**config.mk**
```make
export PLATFORM = sky130hd
export DESIGN_NAME = debug_panel_flat
export DESIGN_NICKNAME = d
export VERILOG_FILES = /design/src/rtl/debug_panel_if.sv /design/src/rtl/debug_panel.sv /design/src/flat_wrapper.sv
export SDC_FILE = /design/constraint.sdc
export NUM_CORES = 1
export LEC_CHECK = 0
export ABC_AREA = 1
export BUFFER_PORTS_ARGS = -buffer_cell sky130_fd_sc_hd__buf_4
export CORE_AREA = 2 2 226 228
export CTS_CLUSTER_SIZE = 24
export DETAILED_ROUTE_END_ITERATION = 12
export DIE_AREA = 0 0 228 230
export GPL_ROUTABILITY_DRIVEN = 0
export PLACE_DENSITY = 0.53
export RECOVER_POWER = 100
export SLEW_MARGIN = 25
export SYNTH_ARGS = -nofsm -noshare
export SYNTH_HDL_FRONTEND = slang
export SYNTH_SLANG_ARGS = --single-unit
```
**constraint.sdc**
```tcl
create_clock -name clock -period 2.2 [get_ports clock]
set_input_delay 0.22 -clock clock [delete_from_list [all_inputs] [get_ports clock]]
set_output_delay 0.22 -clock clock [all_outputs]
set_load 0.1 [all_outputs]
```
**src/rtl/debug_panel_if.sv**
```systemverilog
// debug_panel_if: bundles the board-side controls, the flattened debug bus
// and the display-side results of debug_panel into one port.
//   master : board / top level (drives keys, switches, debug bus; reads results)
//   slave  : debug_panel itself
// Signals:
//   sw_chunk, chunk_sel, load_key  operand entry (raw key, async)
//   step_key                       manual index step (raw key, async)
//   special, view_sel, lock_in     config mode and values captured in it
//   scroll_en                      timed auto-scroll enable (run mode)
//   words                          debug bus, word i = [i*WORD_W +: WORD_W]
//   switch_word, switch_nz         assembled operand and its non-zero flag
//   view_index, view_word          displayed index and its registered word
//   clock_lock                     latched lock flag
//   load_pulse, step_pulse         one-cycle debounced press pulses
interface debug_panel_if #(
  parameter int WORD_W    = 16,
  parameter int SW_W      = 8,
  parameter int NUM_WORDS = 32
);
  localparam int N_CHUNKS = WORD_W / SW_W;
  localparam int CH_W     = (N_CHUNKS > 1) ? $clog2(N_CHUNKS) : 1;
  localparam int IX_W     = $clog2(NUM_WORDS);

  logic [SW_W-1:0]             sw_chunk;
  logic [CH_W-1:0]             chunk_sel;
  logic                        load_key;
  logic                        step_key;
  logic                        special;
  logic [IX_W-1:0]             view_sel;
  logic                        lock_in;
  logic                        scroll_en;
  logic [NUM_WORDS*WORD_W-1:0] words;
  logic [WORD_W-1:0]           switch_word;
  logic                        switch_nz;
  logic [IX_W-1:0]             view_index;
  logic [WORD_W-1:0]           view_word;
  logic                        clock_lock;
  logic                        load_pulse;
  logic                        step_pulse;

  modport master (
    output sw_chunk, chunk_sel, load_key, step_key, special, view_sel,
           lock_in, scroll_en, words,
    input  switch_word, switch_nz, view_index, view_word, clock_lock,
           load_pulse, step_pulse
  );

  modport slave (
    input  sw_chunk, chunk_sel, load_key, step_key, special, view_sel,
           lock_in, scroll_en, words,
    output switch_word, switch_nz, view_index, view_word, clock_lock,
           load_pulse, step_pulse
  );
endinterface

```
**src/rtl/debug_panel.sv**
```systemverilog
// debug_panel: board-level debug front end. Debounces the load and step keys
// into one-cycle pulses, assembles a WORD_W operand from SW_W switch chunks,
// and selects one word of the flattened debug bus for display, either by
// config-mode capture, manual stepping or timed auto-scroll.
// Ports:
//   clock  system clock
//   reset  synchronous, active-high; clears every register
//   bus    debug_panel_if.slave (see the interface file for the signal list)
// All outputs on bus are registered.
module debug_panel #(
  parameter int WORD_W          = 16,
  parameter int SW_W            = 8,
  parameter int NUM_WORDS       = 32,
  parameter int DEBOUNCE_CYCLES = 1000000,
  parameter int SCROLL_CYCLES   = 25000000
) (
  input  logic         clock,
  input  logic         reset,
  debug_panel_if.slave bus
);
  localparam int N_CHUNKS = WORD_W / SW_W;
  localparam int CH_W     = (N_CHUNKS > 1) ? $clog2(N_CHUNKS) : 1;
  localparam int IX_W     = $clog2(NUM_WORDS);
  localparam int DB_W     = $clog2(DEBOUNCE_CYCLES + 1);
  localparam int SC_W     = $clog2(SCROLL_CYCLES + 1);
  localparam int KEYS     = 2;
  localparam int K_LOAD   = 0;
  localparam int K_STEP   = 1;

  logic [KEYS-1:0]   key_raw_s;
  logic [KEYS-1:0]   meta_r;
  logic [KEYS-1:0]   sync_r;
  logic [1:0]        vld_r;
  logic [KEYS-1:0]   deb_r;
  logic [KEYS-1:0]   deb_nxt_s;
  logic [KEYS-1:0]   rise_s;
  logic [KEYS-1:0]   armed_r;
  logic [KEYS-1:0]   pulse_r;
  logic [DB_W-1:0]   deb_cnt_r     [KEYS];
  logic [DB_W-1:0]   deb_cnt_nxt_s [KEYS];

  logic [SC_W-1:0]   scroll_r;
  logic [SC_W-1:0]   scroll_nxt_s;
  logic              tick_s;

  logic [WORD_W-1:0] word_r;
  logic [WORD_W-1:0] word_nxt_s;
  logic              nz_r;
  logic [IX_W-1:0]   idx_r;
  logic [IX_W-1:0]   idx_nxt_s;
  logic              lock_r;
  logic              lock_nxt_s;
  logic [WORD_W-1:0] vword_r;
  logic [WORD_W-1:0] word_arr_s [NUM_WORDS];

  assign key_raw_s = {bus.step_key, bus.load_key};

  // Unpack the flat debug bus into addressable words
  always_comb begin
    for (int i = 0; i < NUM_WORDS; i++) begin
      word_arr_s[i] = bus.words[i*WORD_W +: WORD_W];
    end
  end

  // Debounce: the accepted level flips only after DEBOUNCE_CYCLES consecutive
  // synchronised samples that differ from it; an agreeing sample restarts the count
  always_comb begin
    deb_nxt_s = deb_r;
    rise_s    = '0;
    for (int k = 0; k < KEYS; k++) begin
      deb_cnt_nxt_s[k] = '0;
      if (sync_r[k] != deb_r[k]) begin
        if (deb_cnt_r[k] == DB_W'(DEBOUNCE_CYCLES - 1)) begin
          deb_nxt_s[k] = sync_r[k];
          rise_s[k]    = sync_r[k];
        end else begin
          deb_cnt_nxt_s[k] = deb_cnt_r[k] + DB_W'(1);
        end
      end else begin
        deb_cnt_nxt_s[k] = '0;
      end
    end
  end

  // Key synchronisers, debounce state and press pulses. A key is only armed
  // once a real post-reset sample shows it released, so a key held through
  // reset gives no pulse until it is let go and pressed again.
  always_ff @(posedge clock) begin
    if (reset) begin
      meta_r  <= '0;
      sync_r  <= '0;
      vld_r   <= '0;
      deb_r   <= '0;
      armed_r <= '0;
      pulse_r <= '0;
      for (int k = 0; k < KEYS; k++) begin
        deb_cnt_r[k] <= '0;
      end
    end else begin
      meta_r  <= key_raw_s;
      sync_r  <= meta_r;
      vld_r   <= {vld_r[0], 1'b1};
      deb_r   <= deb_nxt_s;
      armed_r <= armed_r | ({KEYS{vld_r[1]}} & ~sync_r);
      pulse_r <= rise_s & armed_r;
      for (int k = 0; k < KEYS; k++) begin
        deb_cnt_r[k] <= deb_cnt_nxt_s[k];
      end
    end
  end

  // Auto-scroll counter: runs only in run mode with scroll enabled, ticks on terminal count
  always_comb begin
    scroll_nxt_s = '0;
    tick_s       = 1'b0;
    if (bus.special || !bus.scroll_en) begin
      scroll_nxt_s = '0;
    end else if (scroll_r == SC_W'(SCROLL_CYCLES - 1)) begin
      tick_s       = 1'b1;
      scroll_nxt_s = '0;
    end else begin
      scroll_nxt_s = scroll_r + SC_W'(1);
    end
  end

  // Operand assembly: a load in run mode replaces only the selected chunk;
  // a chunk_sel past the last chunk matches nothing and leaves the word alone
  always_comb begin
    word_nxt_s = word_r;
    if (!bus.special && pulse_r[K_LOAD]) begin
      for (int c = 0; c < N_CHUNKS; c++) begin
        word_nxt_s[c*SW_W +: SW_W] = (bus.chunk_sel == CH_W'(c)) ?
                                     bus.sw_chunk : word_r[c*SW_W +: SW_W];
      end
    end else begin
      word_nxt_s = word_r;
    end
  end

  // View index and lock: captured in config mode, stepped by one in run mode
  // (a tick and a step pulse in the same cycle still advance by one)
  always_comb begin
    idx_nxt_s  = idx_r;
    lock_nxt_s = lock_r;
    if (bus.special) begin
      idx_nxt_s  = bus.view_sel;
      lock_nxt_s = bus.lock_in;
    end else if (tick_s || pulse_r[K_STEP]) begin
      idx_nxt_s = idx_r + IX_W'(1);
    end else begin
      idx_nxt_s = idx_r;
    end
  end

  // Display and operand registers
  always_ff @(posedge clock) begin
    if (reset) begin
      word_r   <= '0;
      nz_r     <= 1'b0;
      idx_r    <= '0;
      lock_r   <= 1'b0;
      vword_r  <= '0;
      scroll_r <= '0;
    end else begin
      word_r   <= word_nxt_s;
      nz_r     <= |word_nxt_s;
      idx_r    <= idx_nxt_s;
      lock_r   <= lock_nxt_s;
      vword_r  <= word_arr_s[idx_r];
      scroll_r <= scroll_nxt_s;
    end
  end

  assign bus.switch_word = word_r;
  assign bus.switch_nz   = nz_r;
  assign bus.view_index  = idx_r;
  assign bus.view_word   = vword_r;
  assign bus.clock_lock  = lock_r;
  assign bus.load_pulse  = pulse_r[K_LOAD];
  assign bus.step_pulse  = pulse_r[K_STEP];
endmodule

```
**src/flat_wrapper.sv**
```systemverilog
// flat-port wrapper written by rule: the top's interface ports become plain ports
module debug_panel_flat 
#(
  parameter int WORD_W          = 16,
  parameter int SW_W            = 8,
  parameter int NUM_WORDS       = 32,
  parameter int DEBOUNCE_CYCLES = 1000000,
  parameter int SCROLL_CYCLES   = 25000000
)
  (clock, reset, bus_sw_chunk, bus_chunk_sel, bus_load_key, bus_step_key, bus_special, bus_view_sel, bus_lock_in, bus_scroll_en, bus_words, bus_switch_word, bus_switch_nz, bus_view_index, bus_view_word, bus_clock_lock, bus_load_pulse, bus_step_pulse);
  debug_panel_if #(.WORD_W(WORD_W), .SW_W(SW_W), .NUM_WORDS(NUM_WORDS)) bus_i ();
  input  logic clock;
  input  logic reset;
  input wire logic [$bits(bus_i.sw_chunk)-1:0] bus_sw_chunk;
  input wire logic [$bits(bus_i.chunk_sel)-1:0] bus_chunk_sel;
  input wire logic [$bits(bus_i.load_key)-1:0] bus_load_key;
  input wire logic [$bits(bus_i.step_key)-1:0] bus_step_key;
  input wire logic [$bits(bus_i.special)-1:0] bus_special;
  input wire logic [$bits(bus_i.view_sel)-1:0] bus_view_sel;
  input wire logic [$bits(bus_i.lock_in)-1:0] bus_lock_in;
  input wire logic [$bits(bus_i.scroll_en)-1:0] bus_scroll_en;
  input wire logic [$bits(bus_i.words)-1:0] bus_words;
  output wire logic [$bits(bus_i.switch_word)-1:0] bus_switch_word;
  output wire logic [$bits(bus_i.switch_nz)-1:0] bus_switch_nz;
  output wire logic [$bits(bus_i.view_index)-1:0] bus_view_index;
  output wire logic [$bits(bus_i.view_word)-1:0] bus_view_word;
  output wire logic [$bits(bus_i.clock_lock)-1:0] bus_clock_lock;
  output wire logic [$bits(bus_i.load_pulse)-1:0] bus_load_pulse;
  output wire logic [$bits(bus_i.step_pulse)-1:0] bus_step_pulse;
  assign bus_i.sw_chunk = bus_sw_chunk;
  assign bus_i.chunk_sel = bus_chunk_sel;
  assign bus_i.load_key = bus_load_key;
  assign bus_i.step_key = bus_step_key;
  assign bus_i.special = bus_special;
  assign bus_i.view_sel = bus_view_sel;
  assign bus_i.lock_in = bus_lock_in;
  assign bus_i.scroll_en = bus_scroll_en;
  assign bus_i.words = bus_words;
  assign bus_switch_word = bus_i.switch_word;
  assign bus_switch_nz = bus_i.switch_nz;
  assign bus_view_index = bus_i.view_index;
  assign bus_view_word = bus_i.view_word;
  assign bus_clock_lock = bus_i.clock_lock;
  assign bus_load_pulse = bus_i.load_pulse;
  assign bus_step_pulse = bus_i.step_pulse;
  debug_panel #(.WORD_W(WORD_W), .SW_W(SW_W), .NUM_WORDS(NUM_WORDS), .DEBOUNCE_CYCLES(DEBOUNCE_CYCLES), .SCROLL_CYCLES(SCROLL_CYCLES)) u_core (.clock(clock), .reset(reset), .bus(bus_i));
endmodule
```
==> flow_metrics.tcl <==
set metrics [dict create \
    status "finished clean" \
    seq_area_frac_synth_pct 21.4 \
    port_buffers 573 \
    synth_area_per_cell_um2 5.08 \
    drtAntennaViolNets 0 \
    maxSlewHeadroom_pct 15.6 \
    crit_fanout 75 \
    hold_violations 0 \
    overflow 0 \
    reg2reg_depth 9 \
    cts_setup_buffers 0 \
    cts_tree "yes" \
    drive_gt1_share_pct 24.1 \
    p_switching_mw 3.08 \
    numCtsBuffers 17 \
    holdPathStages 3 \
    yosysWarningCount 0 \
    via_per_inst 4.51 \
    seqPwrFrac_pct 27.0 \
    core_um2 49900 \
    grt_start_max_net_pins 85 \
    antenna_found_initial 7 \
    worstPathRequired_ns 2.50 \
    layout_common_cells "839 x nand2_1, 554 x buf_4, 400 x nor2_1, 221 x nand3_1, 206 x inv_1" \
    met3_length_um 3150 \
    cts_sinks 116 \
    p_sw_share_pct 37.9 \
    end_kind "register" \
    syn-instance-count 2133 \
    wl_per_cell_um 17.5 \
    finClkSkew_ns 0.0101 \
    path_class "register to register" \
    maxCapViolations 0 \
    drcViolationCount 0 \
    hold-path-endpoint "u_core.meta_r[1]$_SDFF_PP0_" \
    nNetsFinal 3192 \
    cts_root_buffer "clkbuf_16" \
    ios 574 \
    yosys_most_used_dff "dfxtp_1" \
    async_flop_share_pct 0 \
    wl_met2_um 29500 \
    p_leak_nw 8.45 \
    crit_start "u_core.bus.view_index[1]$_SDFFE_PP0P_" \
    worstReg2RegEnd "u_core.bus.view_word[8]$_SDFF_PP0_" \
    min_from "bus_step_key" \
    vias 15100 \
    synth_top_area_share_pct 29.1 \
    min_path_type "input pin to register" \
    stdcell_area_um2 16400 \
    die_y_um 230 \
    fin_crit_sh_pct 94.8 \
    path_clk_slew_ns 0.07 \
    final_common_cell "nand2_1" \
    clockPowerShare_pct 36.2 \
    num_rows 82 \
    yosys.cell_types.count 33 \
    dpl.hpwl_um 47200 \
    place_area_um2 15900 \
    rsz0062_at_grt "false" \
    yosys_register_bits 116 \
    firstDrtPassIters 6 \
    dieArea_um2 52400 \
    cts.path.max_buffers 2 \
    met1_length_um 24600 \
    topRoutingLayerUsed "met5" \
    drt_iter0_markers 1077 \
    netlist.top_cell.by_area "nand2_1" \
    synthTopCellsByArea "nand2_1 29%, dfxtp_1 21%, nor2_1 14%" \
    worstPathArrival_ns 2.39 \
    ir_worst_vdd_uv 439 \
    start_kind "register" \
    reg2reg_slack_ns 0.12 \
    grt_pass1_wl_um 87400 \
    wl_um 58600 \
    synth_area_um2 10800 \
    grt_usage_pct 21.5 \
    r2r_start "u_core.bus.view_index[1]$_SDFFE_PP0P_" \
    timing.fmax_mhz 480 \
    worst_pin_slew_ns 1.27 \
    start_util_pct 21.7 \
    drv_slew 0 \
    htree_num_levels 4 \
    setup_tns_ns 0 \
    power_density_nw_per_um2 496 \
    area_delta_synth_final_pct 51.1 \
    clkLatencyLatePin_ns 0.42 \
    combPwrFrac_pct 36.8 \
    grt_pass1_vias 14600 \
    die_w_um 228 \
    syn_nets 2670 \
    period_minus_slack_ns 2.08 \
    setup_violations 0 \
    synth_edf_count 0 \
    p_int_mw 5.05 \
]
==> layer usage <==
layer / GRT usage [%] / vias up
met3: 3.75 / 63
met4: 5.41 / 8
li1: - / 7597
met1: 26.1 / 6915
met2: 39.2 / 487
met5: 0 / -
==> synthesized netlist by cell type, types with 2 or more instances <==
cell and instances:
nor3_1 15, nand2_1 839, nand3_1 220, nor3b_1 4, xor2_1 16, nand3b_1 7
buf_4 5, nor2_1 401, o21ai_0 90, nand4_1 14, clkinv_1 4, o21ai_1 7
nor2_2 3, xnor2_1 11, nand3_2 2, a21oi_1 49, buf_1 12, dfxtp_1 116
buf_6 8, o21bai_1 2, nor4_1 2, inv_1 207, buf_2 61, clkbuf_1 26
ha_1 4
==> worst max-delay path by stage <==
stage,to,slack [ns],depth (start not counted)
final,u_core.bus.view_word[8]$_SDFF_PP0_,0.12,9
after global routing,u_core.bus.view_word[14]$_SDFF_PP0_,0.03,9
after CTS,u_core.bus.view_word[8]$_SDFF_PP0_,0.06,10
after detailed placement,u_core.bus.view_word[8]$_SDFF_PP0_,0.07,10
after global placement,u_core.bus.view_word[14]$_SDFF_PP0_,0.08,9
after floorplan,u_core.bus.view_word[13]$_SDFF_PP0_,0.03,9
==> logic make-up after synthesis <==
logic type | share of synthesized area [%]
flops | 21.4
buf+inv | 12.7
fa+ha+maj | 0.462
xor+xnor | 2.18
compound gates | 7.02
simple gates | 56.2
==> power by group through the flow <==
stage          logic, mW  registers (mW)  clock network, mW
3_5_place_dp        3.02            2.24                  0
3_3_place_gp        3.02            2.24                  0
5_1_grt             3.26            2.20               3.09
2_1_floorplan       1.22            2.59                  0
4_1_cts             3.03            2.20               3.02
6_report            2.99            2.19               2.94
==> sequential cells by signal, indices dropped and copies added (netlist names), 2 cells and up <==
register,flops
u_core.armed_r,2
u_core.bus.switch_word,16
u_core.bus.view_index,5
u_core.bus.view_word,16
u_core.deb_cnt_r,40
u_core.deb_r,2
u_core.meta_r,2
u_core.pulse_r,2
u_core.scroll_r,25
u_core.sync_r,2
u_core.vld_r,2
==> what timing repair did <==
item / in CTS / in global routing
gates resized for setup: 0 / 3
endpoints found under the setup margin: 0 / 3
hold buffers: 1 / 0
endpoints found under the hold margin: 1 / 0
==> layout make-up <==
cell class	instances	area, um^2
tap	672	841
clock inverter	15	186
fill	5695	33500
inverter	213	807
timing repair buffer	615	4640
multi-input combinational	1692	7130
sequential	116	2330
antenna	3	7.51
clock buffer	17	425
==> metrics by stage <==
step,hold slack (ns),cells,util [%],worst slack [ns],power [mW]
after floorplan,0.327,2133,-,0.0340,3.81
after global placement,0.392,3307,31.8,0.0783,5.27
after detailed placement,0.397,3307,31.8,0.0701,5.27
after CTS,0.0230,3340,33.1,0.0619,8.25
after global routing,0.0518,3343,32.8,0.0328,8.55
final,0.0425,3343,32.8,0.115,8.13
==> worst max-delay path, cell delays in order, from the launching register on <==
cell      delay [ns]
dfxtp_4         0.36
buf_12          0.20
nand2_1         0.22
clkinv_1        0.30
nand2_1         0.17
nand3_1         0.09
nand2_1         0.06
nand3_1         0.09
nor2_2          0.28
nor2_1          0.10
(Power assumes the default switching activity.)
